$ cat src/rtl/count_monitor.sv
// Cycle-by-cycle checker for the up-counter: step legality, limit, wrap and stall, with sticky alarms.
// Define COUNT_MONITOR_ASSERT_EN to compile immediate assertions for formal/BMC.
module count_monitor #(
    parameter int WIDTH     = 10,
    parameter int LIMIT     = 1000,
    parameter int STALL_MAX = 16
) (
    input  logic             clk,
    input  logic             rst_n,
    input  logic             inc,
    input  logic [WIDTH-1:0] count,
    input  logic             clear,
    output logic             alarm_step,
    output logic             alarm_limit,
    output logic             alarm_stall,
    output logic             wrap_pulse,
    output logic [WIDTH-1:0] max_seen,
    output logic [1:0]       state
);

    typedef enum logic [1:0] {
        ST_INIT = 2'd0,
        ST_RUN  = 2'd1,
        ST_TRIP = 2'd2
    } state_e;

    localparam logic [WIDTH-1:0] LIMIT_V = WIDTH'(LIMIT);
    localparam logic [7:0]       STALL_V = 8'(STALL_MAX);

    state_e           state_q, state_d;
    logic [WIDTH-1:0] prev_q, prev_d;
    logic             inc_prev_q, inc_prev_d;
    logic [7:0]       stall_q, stall_d;
    logic             alarm_step_q, alarm_step_d;
    logic             alarm_limit_q, alarm_limit_d;
    logic             alarm_stall_q, alarm_stall_d;
    logic             wrap_q, wrap_d;
    logic [WIDTH-1:0] max_q, max_d;
    logic [WIDTH-1:0] delta;

    always_ff @(posedge clk or negedge rst_n) begin
        if (!rst_n) begin
            state_q       <= ST_INIT;
            prev_q        <= '0;
            inc_prev_q    <= 1'b0;
            stall_q       <= '0;
            alarm_step_q  <= 1'b0;
            alarm_limit_q <= 1'b0;
            alarm_stall_q <= 1'b0;
            wrap_q        <= 1'b0;
            max_q         <= '0;
        end else begin
            state_q       <= state_d;
            prev_q        <= prev_d;
            inc_prev_q    <= inc_prev_d;
            stall_q       <= stall_d;
            alarm_step_q  <= alarm_step_d;
            alarm_limit_q <= alarm_limit_d;
            alarm_stall_q <= alarm_stall_d;
            wrap_q        <= wrap_d;
            max_q         <= max_d;
        end
    end

    always_comb begin
        state_d       = state_q;
        prev_d        = count;
        inc_prev_d    = inc;
        stall_d       = stall_q;
        alarm_step_d  = alarm_step_q;
        alarm_limit_d = alarm_limit_q;
        alarm_stall_d = alarm_stall_q;
        wrap_d        = 1'b0;
        max_d         = max_q;
        // The counter applies inc one cycle late, so the expected step is last cycle's inc.
        delta         = count - prev_q;

        if (clear) begin
            state_d       = ST_INIT;
            stall_d       = '0;
            alarm_step_d  = 1'b0;
            alarm_limit_d = 1'b0;
            alarm_stall_d = 1'b0;
            max_d         = '0;
        end else begin
            if (count > max_q) begin
                max_d = count;
            end
            case (state_q)
                ST_INIT: state_d = ST_RUN;
                ST_RUN, ST_TRIP: begin
                    if (state_q == ST_RUN && delta != {{(WIDTH-1){1'b0}}, inc_prev_q}) begin
                        alarm_step_d = 1'b1;
                        state_d      = ST_TRIP;
                    end
                    wrap_d = (delta == WIDTH'(1)) && (count == '0);
                    if (count >= LIMIT_V) begin
                        alarm_limit_d = 1'b1;
                    end
                    if (inc) begin
                        stall_d = '0;
                    end else if (stall_q < STALL_V) begin
                        stall_d = stall_q + 8'd1;
                    end
                    if (stall_d == STALL_V) begin
                        alarm_stall_d = 1'b1;
                    end
                end
                default: state_d = ST_INIT;
            endcase
        end
    end

    assign alarm_step  = alarm_step_q;
    assign alarm_limit = alarm_limit_q;
    assign alarm_stall = alarm_stall_q;
    assign wrap_pulse  = wrap_q;
    assign max_seen    = max_q;
    assign state       = state_q;

`ifdef COUNT_MONITOR_ASSERT_EN
    logic initstate_q;

    always_ff @(posedge clk or negedge rst_n) begin
        if (!rst_n) begin
            initstate_q <= 1'b1;
        end else begin
            initstate_q <= 1'b0;
        end
    end

    always_comb begin
        if (!initstate_q) begin
            assert (!alarm_step_q);
            if (state_q == ST_RUN) begin
                assert (max_q >= prev_q);
            end
            if (wrap_q) begin
                assert (state_q != ST_INIT);
            end
        end
    end
`endif

endmodule

$ cat config.mk
export PLATFORM = sky130hd
export DESIGN_NAME = count_monitor
export DESIGN_NICKNAME = d
export VERILOG_FILES = /design/src/rtl/count_monitor.sv
export SDC_FILE = /design/constraint.sdc
export NUM_CORES = 1
export LEC_CHECK = 0
export CAP_MARGIN = 10
export CORE_ASPECT_RATIO = 0.6
export CORE_MARGIN = 2
export CORE_UTILIZATION = 49
export DETAILED_ROUTE_END_ITERATION = 12
export MAX_ROUTING_LAYER = met4
export PLACE_DENSITY = 0.72
export SYNTH_ARGS = -nofsm -noshare
export SYNTH_HDL_FRONTEND = slang
export SYNTH_SLANG_ARGS = --single-unit
$ cat constraint.sdc
create_clock -name clk -period 3.2 [get_ports clk]
set_input_delay 0.8 -clock clk [delete_from_list [all_inputs] [get_ports clk]]
set_output_delay 0.8 -clock clk [all_outputs]
set_load 0.01 [all_outputs]
Word-level counts from Yosys, hierarchy flattened
Cells that the tools add are included.
Widths: inputs -> output; s select.
- bits in registers: 35
- output and inout port bits: 16
- input bits: 14
- eq/ne operators: 6
- muxes and demuxes: 22
- $add $sub $neg: 2
- magnitude comparators: 3
- reductions and logical operators: 13
- operators by type and width (operator ; count):
    $mux 8 ; 6
    $mux 10 ; 2
    $mux 1 ; 11
    $eq 10x1->1 const B ; 1
    $ge 10x10->1 const B ; 1
    $gt 10x10->1 ; 1
    $logic_not 10->1 ; 1
    $ne 10x1->1 ; 1
    $reduce_bool 2->1 ; 5
    $sub 10x10->10 ; 1
    $add 8x1->8 const B ; 1
    $eq 8x5->1 const B ; 1
    $lt 8x5->1 const B ; 1
    $reduce_and 2->1 ; 3
    $mux 2 ; 2
    $pmux 2 s2 ; 1
    $ne 3x3->1 const B ; 1
    $eq 2x1->1 const B ; 1
    $eq 2x2->1 const B ; 1
    $logic_and 1x1->1 ; 2
    $logic_not 2->1 ; 1
    $reduce_or 2->1 ; 1

Longest topological paths before layout
Gate-level depths: netlist (run 1).
- depth after elaboration: 9
- mapped depth: 10
- gate-level depth less buffers: 10

Least setup slack after synthesis (run 1)
OpenSTA, ideal clock, no wires.
- path type: input-to-reg
- from: in count[0]
- to: reg state_q[0], in the netlist state[0]
- stages: 10
- library setup time: 0.079 ns
- arrival: 2.783 ns
- path slack: 0.338 ns
- required time: 3.121 ns
- cell sequence: inv_1 ha_1 fa_1 and2b_4 o31a_2 o21ai_1 a2111oi_2 nand4_2 a21oi_2 mux2i_1
- longest elaborated chain between the ends: 4
- ends and longest elaborated chain (item ; line ; source):
    start, declared ; 11 ; input logic [WIDTH-1:0] count,
    $sub 10x10->10 ; 76 ; delta = count - prev_q;
    $ne 10x1->1 ; 92 ; if (state_q == ST_RUN && delta != {{(WIDTH-1){1'b0}}, inc_prev_q}) begin
    $logic_and 1x1->1 ; 92 ;
    $ne 3x3->1 (no line) ; n/a ;
    end signal, assigned ; 53 ; state_q <= state_d;
    end, declared ; 30 ; state_e state_q, state_d;
Every way passes these cells.
A chain may end at the register's enable or synchronous reset.

Worst setup path after layout (run 1)
- from: in count[0]
- to: reg alarm_step_q, in the netlist alarm_step
- longest elaborated chain between the ends: 5
- ends and longest elaborated chain (item ; line ; source):
    $sub 10x10->10 ; 76 ;
    $ne 10x1->1 ; 92 ;
    $logic_and 1x1->1 ; 92 ;
    $reduce_bool 2->1 (no line) ; n/a ;
    $reduce_and 2->1 (no line) ; n/a ;
    end signal, assigned ; 57 ; alarm_step_q <= alarm_step_d;
    end, declared ; 34 ; logic alarm_step_q, alarm_step_d;
Every way passes these cells.

==> metrics.md, run 1 <==
| Metric | Value |
|---|---|
| Worst hold margin | 515 ps |
| Wire per inst | 14.6 um |
| Pwr dens | 454 nW/um^2 |
| DR pass1 iterations | 4 |
| Synth area leaders | dfrtp_1 39%, ha_1 12%, mux2i_1 4.9% |
| Synth Cell Area | 2260 um^2 |
| Synthesized area per cell | 9.73 um^2 |
| Height of the die | 56.6 um |
| Period minus WS final | 3070 ps |
| Post-place setup slack | -314 ps |
| Post-synth EDFFs | 0 |
| Final Hold Viols | 0 |
| Top Ports | 30 |
| Sequential area share after synthesis | 38.8% |
| Max stage delay on crit path | 480 ps |
| Clock Skew | 6.68 ps |
| Largest net degree at the start of global routing | 36 |
| Pins Over Slew Limit | 0 |
| Number of port buffers | 29 |
| Ant. Diodes | 0 |
| Gr ovfl total | 0 |
| Synth top area share | 38.8% |
| Max Clk Rate | 325 MHz |
| Via count | 1821 |
| CP Cell Sequence | clkdlybuf4s50_1 -> inv_1 -> ha_4 -> fa_2 -> and2b_4 -> o31a_2 -> o21ai_1 -> a2111oi_4 -> nand4_2 -> buf_4 -> a31oi_1 -> nor2_1 |
| # rows | 19 |
| Critical path's slowest cell | clkdlybuf4s50_1 |
| Cells after synthesis | 232 |
| Post-synth cell types | 53 |
| Final Non-Filler Cells | 350 |
| Area Growth Syn to Fin | 28.4% |
| Critical path arrival | 3250 ps |
| GR Util All Layers | 23.0% |
| Residual DRC | 0 |
| Max cap viols | 0 |
| Fillers | 368 |
| Crit-path leading delay family | compound AO/OA/AOI/OAI gates |
| Fin nets | 323 |
| Kind of critical path | in -> reg |
| CTS root buffer | clkbuf_8 |
| Period utilization | 96.0% |
| Post-synth ARST share | 100% |
| Crit path buffers/inverters | 3 |
| Vias per inst | 5.20 |
| Leak | 1.32 nW |
| Normalized max-slew margin | 60.1% |
| Clock sink total | 35 |
| Sequential cell area | 876 um^2 |
| CTS Buf Count | 5 |
| CTS tree | built |
| Finish-stage setup viols | 0 |
| Final setup margin | 127 ps |
| YS warnings | 0 |
| Dominant synthesized flop cell | dfrtp_1 |
| Fraction of layout cells with a size suffix above 1 | 17.4% |
| HPWL Detailed | 3940 um |
| First-pass GRT wire length | 8980 um |
| CP Capture Type | flop |
| Die ar. | 5190 um^2 |
| WL final | 5100 um |
| Yosys top cell by area | dfrtp_1 |
| Vias in the first global route | 1790 |
| Worst Max-Slew Pin Slew | 593 ps |
| Crit path max fanout | 2 |
| Routability Congestion | 0.900 |
| Core footprint | 4490 um^2 |
| Worst Hold Class | reg -> reg |
| Reg clk slew, reported paths | 70 ps |
| Iter 0 DRT Violations | 130 |
| Max Root-Sink Buffers | 2 |
| Status | finished clean |
| Maximum VDD drop | 0.285 mV |
| Post-synthesis net count | 269 |
| RSZ-0062 raised after global routing | no |
| Die span in x | 91.6 um |
| DP Cell Count | 341 |
| Initial antenna violation count | 0 |
| H-tree Lvls | 2 |
| CP required | 3370 ps |
| CP startpoint kind | input port |
| Seq cells post-synth | 35 |
| Multi-input gate area | 1280 um^2 |
| Post-route ant nets | 0 |
| Initial Utilization | 50.3% |
| Worst skew pair latency | 290 ps |
[layout make-up]
type                            count  share of cell area [%]
Sequential cell                    35                    30.2
Clock buffer                        6                    2.85
Timing Repair Buffer               52                    16.0
Inverter                           28                    3.63
Tap cell                           63                    2.72
Multi-Input combinational cell    164                    44.1
Clock inverter                      2                   0.561
[final timing paths]
path,start,end,slack (ps),cells after the start
setup / recovery,count[0],alarm_step,130,12
hold / removal,alarm_limit,alarm_limit,510,2
setup reg to reg,prev_q[0],alarm_step,790,10
hold reg to reg,alarm_limit,alarm_limit,510,2
max in group asynchronous,rst_n,alarm_stall,1980,2
min in group asynchronous,rst_n,stall_q[1],910,2
[per-stage QoR]
stage	instance area [um^2]	total power, mW	util, %	setup TNS, ps
finish	2900	1.32	64.5	0
CTS	2870	1.32	63.9	0
global placement	2760	0.957	61.4	-861
floorplan	2260	0.792	-	0
detailed placement	2760	0.967	61.4	-967
global route	2900	1.41	64.5	0
[state kept, by name, summed over array words and instances, names as in the netlist]
register     flops
max_seen        10
prev_q          10
stall_q          8
state            2
alarm_limit      1
alarm_stall      1
alarm_step       1
inc_prev_q       1
wrap_pulse       1
[synth_stat cells, drive strengths merged (4+ instances only)]
cell type,instances
and3,4
o21ai,5
dfrtp,35
inv,28
a21oi,15
mux2i,11
nand3,5
nand4,5
ha,22
nand2b,4
nor3,6
nand2,9
nor2,26
xnor2,5
[tightest hold or removal path, stage by stage (launching register included)]
cell,delay (ps)
dfrtp_1,350
nor2_1,50
nor2_1,80
[what timing repair did]
action,4_1_cts,5_1_grt
cloned,0,0
pin swaps,0,7
gates resized for setup,1,4
setup endpoints to repair,1,4
buffers inserted,0,1
hold buffers,0,0
[cell usage in the layout (no fill, tap or decap), drive strengths merged, types with 2 or more instances in the layout]
cell	n
dfrtp	35
clkdlybuf4s50	29
inv	28
nor2	26
buf	23
ha	22
a21oi	15
mux2i	11
nand2	9
nor3	6
clkbuf	6
nand3	5
nand4	5
xnor2	5
o21ai	5
and3	4
nand2b	4
a21o	3
nor4	3
a31oi	3
and2	3
nor2b	3
xor2	3
or3	3
a2111oi	3
nor3b	2
o31a	2
o2111ai	2
nand3b	2
a211oi	2
[cells by family (layout without fill, tap and decap cells)]
kind of cell    Yosys count  count (layout)  synth area share [%]
fa+ha+maj                23              23                  13.1
xor+xnor                  8               8                  3.77
flops                    35              35                  38.8
compound gates           44              44                  15.1
mux                      11              11                  4.88
buf+inv                  33              88                  6.20
simple gates             78              78                  18.2
[layer usage]
metal / GRT usage, % / vias to the layer above / part of all wire [%]
met4: 5.19 / 0 / 0.86
met5: - / - / 0
li1: - / 934 / -
met1: 35.7 / 841 / 53
met2: 30.6 / 41 / 41
met3: 4.83 / 5 / 5.4
[power by group]
| group | switching, mW | internal (mW) | total [mW] |
|---|---|---|---|
| logic | 0.241 | 0.218 | 0.460 |
| registers | 0.0320 | 0.478 | 0.510 |
| clock network | 0.172 | 0.176 | 0.348 |
| total | 0.446 | 0.872 | 1.32 |
No activity file was read; power rests on OpenSTA's default activity.
==> inputs of run 2 (changes only) <==
Settings changed: CTS_CLUSTER_DIAMETER set to 100.
==> results of run 2 <==
Same layout as run 1: the final DEF is identical, and so are final timing and power.
==> inputs of run 3 (changes only) <==
Settings changed: CTS_BUF_LIST set to sky130_fd_sc_hd__clkbuf_16.
==> run 3 against run 2 <==
Against the previous run:
- power up 9.6%
- non-clock buffer count unchanged
- utilization up 1.3 points
- worst hold slack worse by 4.7 ps
- clock-buffer cell count down 1
- sequential power about the same
- combinational power about the same
- register-to-register slack about the same
- die area unchanged
- sequential cell count unchanged
==> metrics.md, run 3 (same netlist as run 1, synthesis figures left out) <==
| Metric | Value |
|---|---|
| Multi-input gate area | 1290 um^2 (+0.88%) |
| Iter 0 DRT Violations | 86 (-34%) |
| Crit path max fanout | 9 (+7) |
| Final Hold Viols | 0 (unchanged) |
| Initial Utilization | 50.3% (unchanged) |
| Max Root-Sink Buffers | 2 (unchanged) |
| Gr ovfl total | 0 (unchanged) |
| Initial antenna violation count | 0 (unchanged) |
| Clock sink total | 35 (unchanged) |
| Reg2Reg Setup Slack | 790 ps (about the same) |
| Status | finished clean |
| First-pass GRT wire length | 9100 um (+1.4%) |
| HPWL Detailed | 3940 um (unchanged) |
| Uppermost routed layer | met4 |
| Period utilization | 95.0% (-1.0 points) |
| Fin nets | 323 (unchanged) |
| Kind of critical path | in -> reg |
| Top Ports | 30 (unchanged) |
| Reg clk slew, reported paths | 50 ps (-20 ps) |
| CP required | 3360 ps (about the same) |
| Die span in x | 91.6 um (unchanged) |
| Setup TNS | 0 ps (unchanged) |
| Sw frac | 31.9% (-1.9 points) |
| Largest net degree at the start of global routing | 36 (unchanged) |
| CP startpoint kind | input port |
| Fillers | 359 (-2.4%) |
| Power Internal | 983 uW (+13%) |
| Worst setup startpoint | count[4] |
| GR Util All Layers | 23.0% (-0.023 points) |
| Pins Over Slew Limit | 0 (unchanged) |
| Clock share of power | 32.7% (+6.3 points) |
| Total power | 1.44 mW (+9.6%) |
| Combinational power share | 31.9% (-3.0 points) |
| Leak | 1.35 nW (+2.1%) |
| Met1 wire length | 2740 um (+1.1%) |
| Post-route ant nets | 0 (unchanged) |
| Final Core Density | 65.9% (+1.3 points) |
| Maximum VDD drop | 0.305 mV (+7.0%) |
| Height of the die | 56.6 um (unchanged) |
| Reg-to-Reg Start | prev_q[0] |
| Max Clk Rate | 329 MHz (+1.1%) |
| Normalized max-slew margin | 62.0% (+1.9 points) |
| Commonest non-fill, non-tap cell in the layout | dfrtp_1 |
| Worst skew pair latency | 280 ps (about the same) |
| Finish-stage setup viols | 0 (unchanged) |
| DR pass1 iterations | 4 (unchanged) |
| Switch Pwr | 461 uW (+3.5%) |
| Metal2 WL | 2130 um (+2.8%) |
| Ant. Diodes | 0 (unchanged) |
| CTS tree | built |
| Worst Max-Slew Pin Slew | 565 ps (-28.3 ps) |
| Residual DRC | 0 (unchanged) |
| CTS Buf Count | 5 (unchanged) |
| Most frequent cells in the layout | 35 x dfrtp_1, 28 x clkdlybuf4s50_1, 26 x inv_1, 26 x nor2_1, 23 x buf_4 |
| Finished Cell Area | 2960 um^2 (+2.1%) |
| Clock Skew | 4.74 ps (-1.94 ps) |
| Critical path arrival | 3200 ps (-50 ps) |
| H-tree Lvls | 2 (unchanged) |
| Wire per inst | 14.7 um (+1.0%) |
| Number of port buffers | 29 (unchanged) |
| Area Growth Syn to Fin | 31.0% |
| Core footprint | 4490 um^2 (unchanged) |
| Vias in the first global route | 1815 (+1.4%) |
| Fraction of layout cells with a size suffix above 1 | 18.1% (+0.70 points) |
| Period minus WS final | 3040 ps (-32.7 ps) |
| Worst reg2reg path endpoint | alarm_step |
| Die ar. | 5190 um^2 (unchanged) |
| Worst Hold Class | reg -> reg |
| # rows | 19 (unchanged) |
| CTS root buffer | clkbuf_16 |
| Vias per inst | 5.20 (unchanged) |
| Max cap viols | 0 (unchanged) |
| Number of cells on the worst reg-to-reg path | 11 (+1) |
| Critical Path End | alarm_step |
| WL final | 5150 um (+1.0%) |
| Sequential cell area | 876 um^2 (unchanged) |
| Pwr dens | 488 nW/um^2 (+7.4%) |
| RSZ-0062 raised after global routing | no |
| Routability Congestion | 0.900 (unchanged) |
| Via count | 1821 (unchanged) |
| Seq pwr share | 35.4% (-3.3 points) |
| WL met3 | 265 um (-3.6%) |
| CP Capture Type | flop |
| DP Area | 2760 um^2 (unchanged) |
run 3: power by group through the flow:
stage,combinational (mW),clock [mW],sequential [mW]
after global routing,0.517,0.496,0.518
after global placement,0.441,0,0.516
after CTS,0.458,0.481,0.510
after floorplan,0.268,0,0.523
after detailed placement,0.449,0,0.518
final,0.461,0.472,0.511
run 3: per-layer routing:
metal / vias to the layer above / global-route usage (%)
met5: - / -
met4: 0 / 3.90
li1: 933 / -
met1: 851 / 35.4
met3: 2 / 4.43
met2: 35 / 31.8
run 3: worst min-delay path by stage:
| stage | end | depth (start not counted) | start |
|---|---|---|---|
| floorplan | stall_q[6] | 1 | stall_q[6] |
| global placement | alarm_limit | 2 | alarm_limit |
| detailed placement | alarm_step | 2 | alarm_step |
| CTS | alarm_step | 2 | alarm_step |
| global route | stall_q[6] | 1 | stall_q[6] |
| finish | alarm_limit | 2 | alarm_limit |
run 3: stage by stage:
step	setup WS, ps	std cells	hold slack, ps
2_1_floorplan	338	232	478
3_3_place_gp	-257	341	496
3_5_place_dp	-314	341	498
4_1_cts	7.71	349	510
5_1_grt	16.8	350	545
6_report	160	350	510
run 3: cell type report:
class | instances | share of cell area [%]
Multi-Input combinational cell | 164 | 43.6
Sequential cell | 35 | 29.6
Timing Repair Buffer | 52 | 15.7
Clock buffer | 5 | 4.23
Inverter | 28 | 3.55
Tap cell | 63 | 2.66
Clock inverter | 3 | 0.677
run 3: worst max-delay path, cell delays in order:
cell,delay (ps)
clkdlybuf4s50_1,480
ha_1,460
a21o_1,230
a2111oi_2,380
a22oi_2,120
xnor2_2,210
nand4_2,140
buf_4,170
a31oi_1,150
nor2_1,50
run 3: what timing repair did:
item	in CTS	in global routing
hold buffers	0	0
pin swaps	3	7
resized for setup	1	8
setup buffers	0	1
hold endpoints to repair	0	0
endpoints found under the setup margin	2	4
